File: src/rtl/arb_pkg.sv
// Shared types and defaults for the four-way round-robin arbiter.
// The log2 helper lets instances confirm that the index width matches the requester count.
package arb_pkg;

  typedef enum logic {
    IDLE  = 1'b0,
    GRANT = 1'b1
  } arb_state_t;

  localparam int ARB_N = 4;
  localparam int ARB_W = 2;

  function automatic int arb_log2(input int n);
    int r;
    r = 0;
    while ((1 << r) < n) r++;
    return r;
  endfunction

endpackage

File: src/rtl/rr_pick.sv
// Combinational rotating-priority selector: the first set request at or after ptr wins.
// The request vector is rotated so ptr lands on bit 0, resolved LSB-first, then rotated back.
module rr_pick
  import arb_pkg::*;
#(
  parameter int N = ARB_N,
  parameter int W = ARB_W
) (
  input  logic [N-1:0] req,
  input  logic [W-1:0] ptr,
  output logic [N-1:0] pick,
  output logic [W-1:0] pick_idx,
  output logic         any
);

  logic [2*N-1:0] w_req_dbl;
  logic [2*N-1:0] w_req_shr;
  logic [N-1:0]   w_rot;
  logic [N-1:0]   w_rot_pick;
  logic [2*N-1:0] w_pick_dbl;
  logic [2*N-1:0] w_pick_shl;
  logic [W-1:0]   w_rot_idx;

  assign w_req_dbl  = {req, req};
  assign w_req_shr  = w_req_dbl >> ptr;
  assign w_rot      = w_req_shr[N-1:0];

  // Two's-complement trick isolates the lowest set bit of the rotated vector.
  assign w_rot_pick = w_rot & (~w_rot + {{(N-1){1'b0}}, 1'b1});

  assign w_pick_dbl = {w_rot_pick, w_rot_pick};
  assign w_pick_shl = w_pick_dbl << ptr;
  assign pick       = w_pick_shl[2*N-1:N];

  always_comb begin
    w_rot_idx = '0;
    for (int k = 0; k < N; k++) begin
      if (w_rot_pick[k]) w_rot_idx = W'(k);
    end
  end

  assign pick_idx = w_rot_idx + ptr;
  assign any      = |req;

endmodule

File: src/rtl/rr_arbiter_4.sv
// Round-robin arbiter: registered one-hot grant held until the owner pulses done.
// Outputs come straight from flops so the downstream encoder sees a clean one-hot vector.
module rr_arbiter_4
  import arb_pkg::*;
#(
  parameter int N = ARB_N,
  parameter int W = ARB_W
) (
  input  logic         clk,
  input  logic         rst,
  input  logic [N-1:0] req,
  input  logic         done,
  output logic [N-1:0] gnt,
  output logic [W-1:0] gnt_idx,
  output logic         gnt_valid
);

  if (W != arb_log2(N)) begin : g_width_check
    $error("rr_arbiter_4: W must equal log2(N)");
  end

  arb_state_t   r_state;
  arb_state_t   w_state_nxt;
  logic [W-1:0] r_ptr;
  logic [W-1:0] w_ptr_nxt;
  logic [N-1:0] r_gnt;
  logic [N-1:0] w_gnt_nxt;
  logic [W-1:0] r_gnt_idx;
  logic [W-1:0] w_gnt_idx_nxt;
  logic         r_gnt_valid;
  logic         w_gnt_valid_nxt;

  logic [N-1:0] w_pick;
  logic [W-1:0] w_pick_idx;
  logic         w_any;

  rr_pick #(
    .N(N),
    .W(W)
  ) u_pick (
    .req      (req),
    .ptr      (r_ptr),
    .pick     (w_pick),
    .pick_idx (w_pick_idx),
    .any      (w_any)
  );

  always_comb begin
    w_state_nxt     = r_state;
    w_ptr_nxt       = r_ptr;
    w_gnt_nxt       = r_gnt;
    w_gnt_idx_nxt   = r_gnt_idx;
    w_gnt_valid_nxt = r_gnt_valid;
    unique case (r_state)
      IDLE: begin
        if (w_any) begin
          w_gnt_nxt       = w_pick;
          w_gnt_idx_nxt   = w_pick_idx;
          w_gnt_valid_nxt = 1'b1;
          w_state_nxt     = GRANT;
        end
      end
      GRANT: begin
        // Only done releases; req changes while granted are deliberately ignored.
        if (done) begin
          w_gnt_nxt       = '0;
          w_gnt_idx_nxt   = '0;
          w_gnt_valid_nxt = 1'b0;
          w_ptr_nxt       = r_gnt_idx + W'(1);
          w_state_nxt     = IDLE;
        end
      end
      default: w_state_nxt = IDLE;
    endcase
  end

  always_ff @(posedge clk) begin
    if (rst) begin
      r_state     <= IDLE;
      r_ptr       <= '0;
      r_gnt       <= '0;
      r_gnt_idx   <= '0;
      r_gnt_valid <= 1'b0;
    end else begin
      r_state     <= w_state_nxt;
      r_ptr       <= w_ptr_nxt;
      r_gnt       <= w_gnt_nxt;
      r_gnt_idx   <= w_gnt_idx_nxt;
      r_gnt_valid <= w_gnt_valid_nxt;
    end
  end

  assign gnt       = r_gnt;
  assign gnt_idx   = r_gnt_idx;
  assign gnt_valid = r_gnt_valid;

endmodule

File: config.mk
export PLATFORM = sky130hd
export DESIGN_NAME = rr_arbiter_4
export DESIGN_NICKNAME = d
export VERILOG_FILES = /design/src/rtl/arb_pkg.sv /design/src/rtl/rr_pick.sv /design/src/rtl/rr_arbiter_4.sv
export SDC_FILE = /design/constraint.sdc
export NUM_CORES = 1
export LEC_CHECK = 0
export ABC_AREA = 1
export CORE_UTILIZATION = 35
export CTS_BUF_LIST = sky130_fd_sc_hd__clkbuf_8
export DETAILED_ROUTE_END_ITERATION = 8
export DONT_BUFFER_PORTS = 1
export SYNTH_ARGS = -nofsm -noshare
export SYNTH_HDL_FRONTEND = slang
export SYNTH_SLANG_ARGS = --single-unit
File: constraint.sdc
create_clock -name clk -period 3.4 [get_ports clk]
set_input_delay 0.51 -clock clk [delete_from_list [all_inputs] [get_ports clk]]
set_output_delay 0.51 -clock clk [all_outputs]
set_load 0.1 [all_outputs]
# Word level (Yosys, flattened, before mapping)
# Index checks and enable logic that the tools add are counted.
word_totals:
  register_bits: 10
  input_bits: 7
  output_inout_bits: 7
  wordCells: 33
op_classes:
  addsub: 3
  n_eq_ne: 2
  shift: 2
  muxes: 15
  n_bitwise: 3
  n_reduce_logical: 3
op_table:
  columns: ["op", "n"]
  rows:
  - ["$mux 2", 4]
  - ["$mux 4", 2]
  - ["$pmux 4 s2", 1]
  - ["$shl 8x2->8", 1]
  - ["$shr 8x2->4", 1]
  - ["$mux 1", 5]
  - ["$add 4x1->4 const B", 1]
  - ["$and 4x4->4", 1]
  - ["$not 4->4", 1]
  - ["$pmux 1 s2", 2]
  - ["$pmux 2 s2", 1]
  - ["$reduce_and 2->1", 2]
  - ["$reduce_or 4->1", 1]
  - ["$add 2x1->2 const B", 1]
  - ["$add 2x2->2", 1]
  - ["$ne 2x1->1 const B", 1]
  - ["$ne 2x2->1 const B", 1]
  - ["$not 1->1", 1]

# Depth between registers and ports, before layout
logic_depth:
  word_depth: 10
  ltp_mapped: 12
  depth_no_buf: 12

# Modules after synthesis
# Synthesis repeated with hierarchy kept, for this count alone.
hier_totals:
  cells_unflattened: 114
  area_unflattened_um2: 759.5
modules_own_cells:
  columns: ["mod", "n_inst", "cells_per_inst", "area_each_um2", "seq_area_each_um2"]
  rows:
  - ["rr_arbiter_4", 1, 51, 390.4, 200.2]
  - ["rr_pick", 1, 63, 369.1, 0.0]

# Least setup slack after synthesis
# No wires, ideal clock.
synth_path:
  kind: "input to register"
  from: "input req[0]"
  to: "register r_gnt_idx[1], in the netlist gnt_idx[1]"
  setup_ns: 0.116
  arrival_time_ns: 1.476
  setup_slack_ns: 1.807
  stages: 10
  n_path_buf: 0
  cell_sequence: "nand2_1 nand3_1 nand2_2 nand2_4 a21oi_1 ha_1 xor2_1 a21oi_1 o21ai_1 nand2_1"
synth_between:
  elab_chain_cells: 10
  word_cells_on_any_way: 13
  classes_between: "add/sub: 2; eq/ne: 1; shift: 1; mux: 5; bitwise: 2; reduce/logical: 2"
synth_lines:
  columns: ["item", "line", "source"]
  rows:
  - ["from (decl)", "rr_arbiter_4.sv:11", "input logic [N-1:0] req,"]
  - ["$shr 8x2->4", "rr_pick.sv:25", "assign w_req_shr = w_req_dbl >> ptr;"]
  - ["$not 4->4", "rr_pick.sv:29", "assign w_rot_pick = w_rot & (~w_rot + {{(N-1){1'b0}}, 1'b1});"]
  - ["$add 4x1->4", "rr_pick.sv:29", null]
  - ["$and 4x4->4", "rr_pick.sv:29", null]
  - ["$mux 1", "rr_pick.sv:38", "if (w_rot_pick[k]) w_rot_idx = W'(k);"]
  - ["$mux 2 (2 in a row)", "rr_pick.sv:38", null]
  - ["$add 2x2->2", "rr_pick.sv:42", "assign pick_idx = w_rot_idx + ptr;"]
  - ["$mux 2", "rr_arbiter_4.sv:56", "if (w_any) begin"]
  - ["$pmux 2 s2", "rr_arbiter_4.sv:54", "unique case (r_state)"]
  - ["to (signal assigned)", "rr_arbiter_4.sv:88", "r_gnt_idx <= w_gnt_idx_nxt;"]
  - ["to (decl)", "rr_arbiter_4.sv:28", "logic [W-1:0] r_gnt_idx;"]
# Parallel ways exist; a longest one is shown, timed or not. The select of a mux whose other input is x is not followed.
# A chain may end at the register's enable or synchronous reset.

# Final worst setup path
layout_path:
  from: "register r_ptr[0]"
  to: "register r_gnt_idx[1], in the netlist gnt_idx[1]"
layout_between:
  elab_chain_cells: 10
layout_lines:
  columns: ["item", "line", "source"]
  rows:
  - ["from (decl)", "rr_arbiter_4.sv:24", "logic [W-1:0] r_ptr;"]
  - ["from (signal assigned)", "rr_arbiter_4.sv:86", "r_ptr <= w_ptr_nxt;"]
  - ["$shr 8x2->4", "rr_pick.sv:25", null]
  - ["$not 4->4", "rr_pick.sv:29", null]
  - ["$add 4x1->4", "rr_pick.sv:29", null]
  - ["$and 4x4->4", "rr_pick.sv:29", null]
  - ["$mux 1", "rr_pick.sv:38", null]
  - ["$mux 2 (2 in a row)", "rr_pick.sv:38", null]
  - ["$add 2x2->2 (*)", "rr_pick.sv:42", null]
  - ["$mux 2 (*)", "rr_arbiter_4.sv:56", null]
  - ["$pmux 2 s2 (*)", "rr_arbiter_4.sv:54", null]
# Every way passes the cells marked *; elsewhere a longest branch is shown, timed or not. The select of a mux whose other input is x is not followed.

==> flow_summary_export.csv <==
group,metric,value,unit
synth,synth_fp_nets,111,
synth,post_synth_num_cell_types,22,
power,p_int,0.266,mW
power,total_power_per_unit_cell_area,546,nW/µm²
synth,post-synth-top-count-cell,"sky130_fd_sc_hd__nand2_1",
die,core_area,2000,µm²
die,floorplan.die_area,2340,µm²
sta,setup_repair_after_global_routing_missed_its_margin,"no",
hold_path,holdCritPathClass,"input port to register",
synth,syn_area_per_cell,7.31,µm²
cts,cts_repair_resize_count,0,
worst_setup_path,reg2reg_from,"r_ptr[0]",
die,die_w,48.4,µm
sta,number_of_pins_exceeding_their_max_slew_limit_in_the_final_report,0,
sta,slew_at_the_pin_with_the_worst_max_slew_slack,1050,ps
worst_setup_path,startpoint,"r_ptr[0]",
sta,timing_hold_violations_final,0,
power,share_clk_of_total_power,0.329,
route,wirelength,1470,µm
worst_setup_path,worstPathMaxFanout,12,
cts,tritoncts_clock_tree,"yes",
worst_setup_path,timing.critical_path.max_delay_family,"flip-flops",
grt,met1_usage,0.180,
cts,clk_path_buf_depth,2,
grt,globalRouteOverflowTotal,0,
sta,fin_worst_hold_slack,342,ps
power,pwr-share-seq,0.464,
final_layout,finalNetCount,114,
route,detailroute.via_count,665,
synth,instance_count_of_the_mapped_netlist,103,
cts,clkLatencyLatePin,230,ps
grt,antenna_violations_before_repair,0,
sta,fin_setup_tns,0,ps
route,detail_route.vias_per_cell,5.04,
synth,number_of_enable_type_register_cells_in_the_synthesized_netlist,0,
worst_setup_path,category_of_the_worst_setup_path_launch_point,"register",
sta,setup_clock_skew_after_layout,0.731,ps
sta,final-setup-viol-count,0,
final_layout,drive_above_1_share,0.257,
worst_setup_path,r2r_slack,1360,ps
cts,cts.hold.buffers_added,0,
grt,grt.met2_usage,0.242,
sta,period_needed,2040,ps
die,start_util,0.376,
cts,ctsHtreeMaxLevel,1,
placement,gp_congestion,0.849,
worst_setup_path,worstPathRequired,3520,ps
synth,synth_ff_type,"sky130_fd_sc_hd__dfxtp_1",
power,cellLeakagePower,0.369,nW
worst_setup_path,crit_chain,"inv_2 > nand2_1 > nand3_1 > nand2_2 > nand2_4 > a21oi_1 > ha_1 > xor2_1 > a21oi_1 > o21ai_1 > nand2_1",
hold_path,holdCritStartpoint,"rst",
synth,yosysSeqAreaShare,0.266,
sta,worst_slew_slack_as_a_fraction_of_its_limit,0.297,
job,cap_violations,0,
synth,yosys-top-cells-count,"sky130_fd_sc_hd__nand2_1, sky130_fd_sc_hd__nand3_1, sky130_fd_sc_hd__a21oi_1, sky130_fd_sc_hd__dfxtp_1",
final_layout,insertedDiodeCount,0,
grt,grt.total_usage,0.142,
worst_setup_path,critical_path_buf_inv_count,1,
route,route.detailed.drc,0,
final_layout,layout_overhead_on_the_synthesized_area,6.98,%
cts,numCtsBuffers,3,
die,fp.dieH,48.4,µm
power,switching_power,0.175,mW
synth,postSynthRegisterBits,10,
worst_setup_path,cp.arrival,2170,ps
grt,largest_net_degree_at_the_start_of_global_routing,13,
grt,first_global_vias,632,
worst_setup_path,endpoint_kind,"register",
die,design.portCount,14,
power,comb_power_share,0.208,
cts,number_of_sinks_handled_by_clock_tree_synthesis,10,
synth,async_flop_share,0,
grt,grt_pass1_wl,2650,µm
placement,dp.final_hpwl,1160,µm
worst_setup_path,timing.critical_path.slowest_cell_delay,610,ps
final_layout,num-fill-cells,225,
route,drt-pass1-iter-count,4,
route,route.detailed.wl_per_inst,11.1,µm
cts,post_cts.repair.setup_buffers,0,
cts,cts.reportedPaths.clkPinSlew,50,ps
synth,netlist_area,753,µm²
power,sw_frac_of_total,0.396,
worst_setup_path,slowest_stage,"sky130_fd_sc_hd__dfxtp_1",
die,floorplan.rows,16,
sta,timing.fmax,0.489,GHz
placement,portBuffers,0,
synth,yosysTopAreaCellShare,0.266,
synth,yosysTopAreaCell,"sky130_fd_sc_hd__dfxtp_1",
worst_setup_path,setup.worst_path.class,"register to register",
grt,grt.met3_usage,0.0377,
synth,yosys_warnings,0,
outcome,run_status,"complete, no violations",
power,power.ir.vdd_worst,491,µV
grt,grt_busiest_layer,"met2",
route,ant_nets,0,
cts,clk_root_buffer_cell,"sky130_fd_sc_hd__clkbuf_8",
sta,final.period_utilization,0.601,
synth,netlist_top_cells_area,"sky130_fd_sc_hd__dfxtp_1, sky130_fd_sc_hd__nand3_1, sky130_fd_sc_hd__nand2_1",
route,drtIter0Drc,4,
layout make-up:
type	instances	area (µm²)	share of cell area
multi-input combinational	80	462	0.573
sequential	10	200	0.248
inverter	11	55.1	0.0683
clock buffer	4	55.1	0.0683
tap	27	33.8	0.0419
kinds of logic (layout without fill, tap and decap cells):
kind of cell               count (synthesis)  after routing  synth area share
AOI/OAI and AO/OA                         13             13            0.0864
DFF                                       10             10             0.266
xor gates and xnor gates                   2              2            0.0233
and+or+nand+nor                           64             64             0.487
adders and majority gates                  1              1            0.0166
buffers and inverters                     13             15             0.121
final timing paths:
path / to / depth (start not counted)
worst min register to register: r_state / 4
worst min-delay path: gnt[3] / 1
worst max-delay path: gnt_idx[1] / 11
worst max register to register: gnt_idx[1] / 11
layer usage:
metal	vias to the layer above	part of all wire
met4	0	0
met3	0	0.029
met2	9	0.50
met1	315	0.47
met5	-	0
li1	341	-
power groups by stage:
stage	sequential, mW	clock, mW	combinational [mW]
3_3_place_gp	0.206	0	0.0889
2_1_floorplan	0.200	0	0.0874
3_5_place_dp	0.206	0	0.0910
4_1_cts	0.204	0.151	0.0914
6_report	0.204	0.145	0.0914
5_1_grt	0.206	0.155	0.105
layout by cell type, fill, tap and decap left out:
master | synthesis | routed
sky130_fd_sc_hd__inv_2 | 3 | 3
sky130_fd_sc_hd__nand2_4 | 4 | 4
sky130_fd_sc_hd__o21ai_1 | 1 | 1
sky130_fd_sc_hd__ha_1 | 1 | 1
sky130_fd_sc_hd__nand2_2 | 7 | 7
sky130_fd_sc_hd__nor4_2 | 1 | 1
sky130_fd_sc_hd__bufinv_8 | 1 | 1
sky130_fd_sc_hd__nor2_2 | 1 | 1
sky130_fd_sc_hd__nand4_1 | 2 | 2
sky130_fd_sc_hd__a21oi_1 | 10 | 10
sky130_fd_sc_hd__nand2_1 | 24 | 24
sky130_fd_sc_hd__nor2_1 | 1 | 1
sky130_fd_sc_hd__nand3_1 | 18 | 18
sky130_fd_sc_hd__dfxtp_1 | 10 | 10
sky130_fd_sc_hd__clkbuf_8 | 0 | 4
sky130_fd_sc_hd__nand3_2 | 4 | 4
sky130_fd_sc_hd__nor2_4 | 2 | 2
sky130_fd_sc_hd__xor2_1 | 1 | 1
sky130_fd_sc_hd__inv_1 | 7 | 7
sky130_fd_sc_hd__xnor2_1 | 1 | 1
sky130_fd_sc_hd__o21ai_0 | 2 | 2
registers in the layout (all words and copies together), names as in the netlist:
signal	flops
gnt	4
gnt_idx	2
gnt_valid	1
r_ptr	2
r_state	1
through the flow:
stage | std cells | power [mW] | setup WS, ps | utilization | area [µm²]
5_1_grt | 132 | 0.466 | 1090 | 0.403 | 806
2_1_floorplan | 103 | 0.287 | 1810 | - | 753
3_5_place_dp | 128 | 0.297 | 1370 | 0.375 | 751
6_report | 132 | 0.440 | 1360 | 0.403 | 806
3_3_place_gp | 128 | 0.295 | 1440 | 0.375 | 751
4_1_cts | 132 | 0.447 | 1350 | 0.403 | 806
Note: power is estimated with default switching activity, not from simulation.
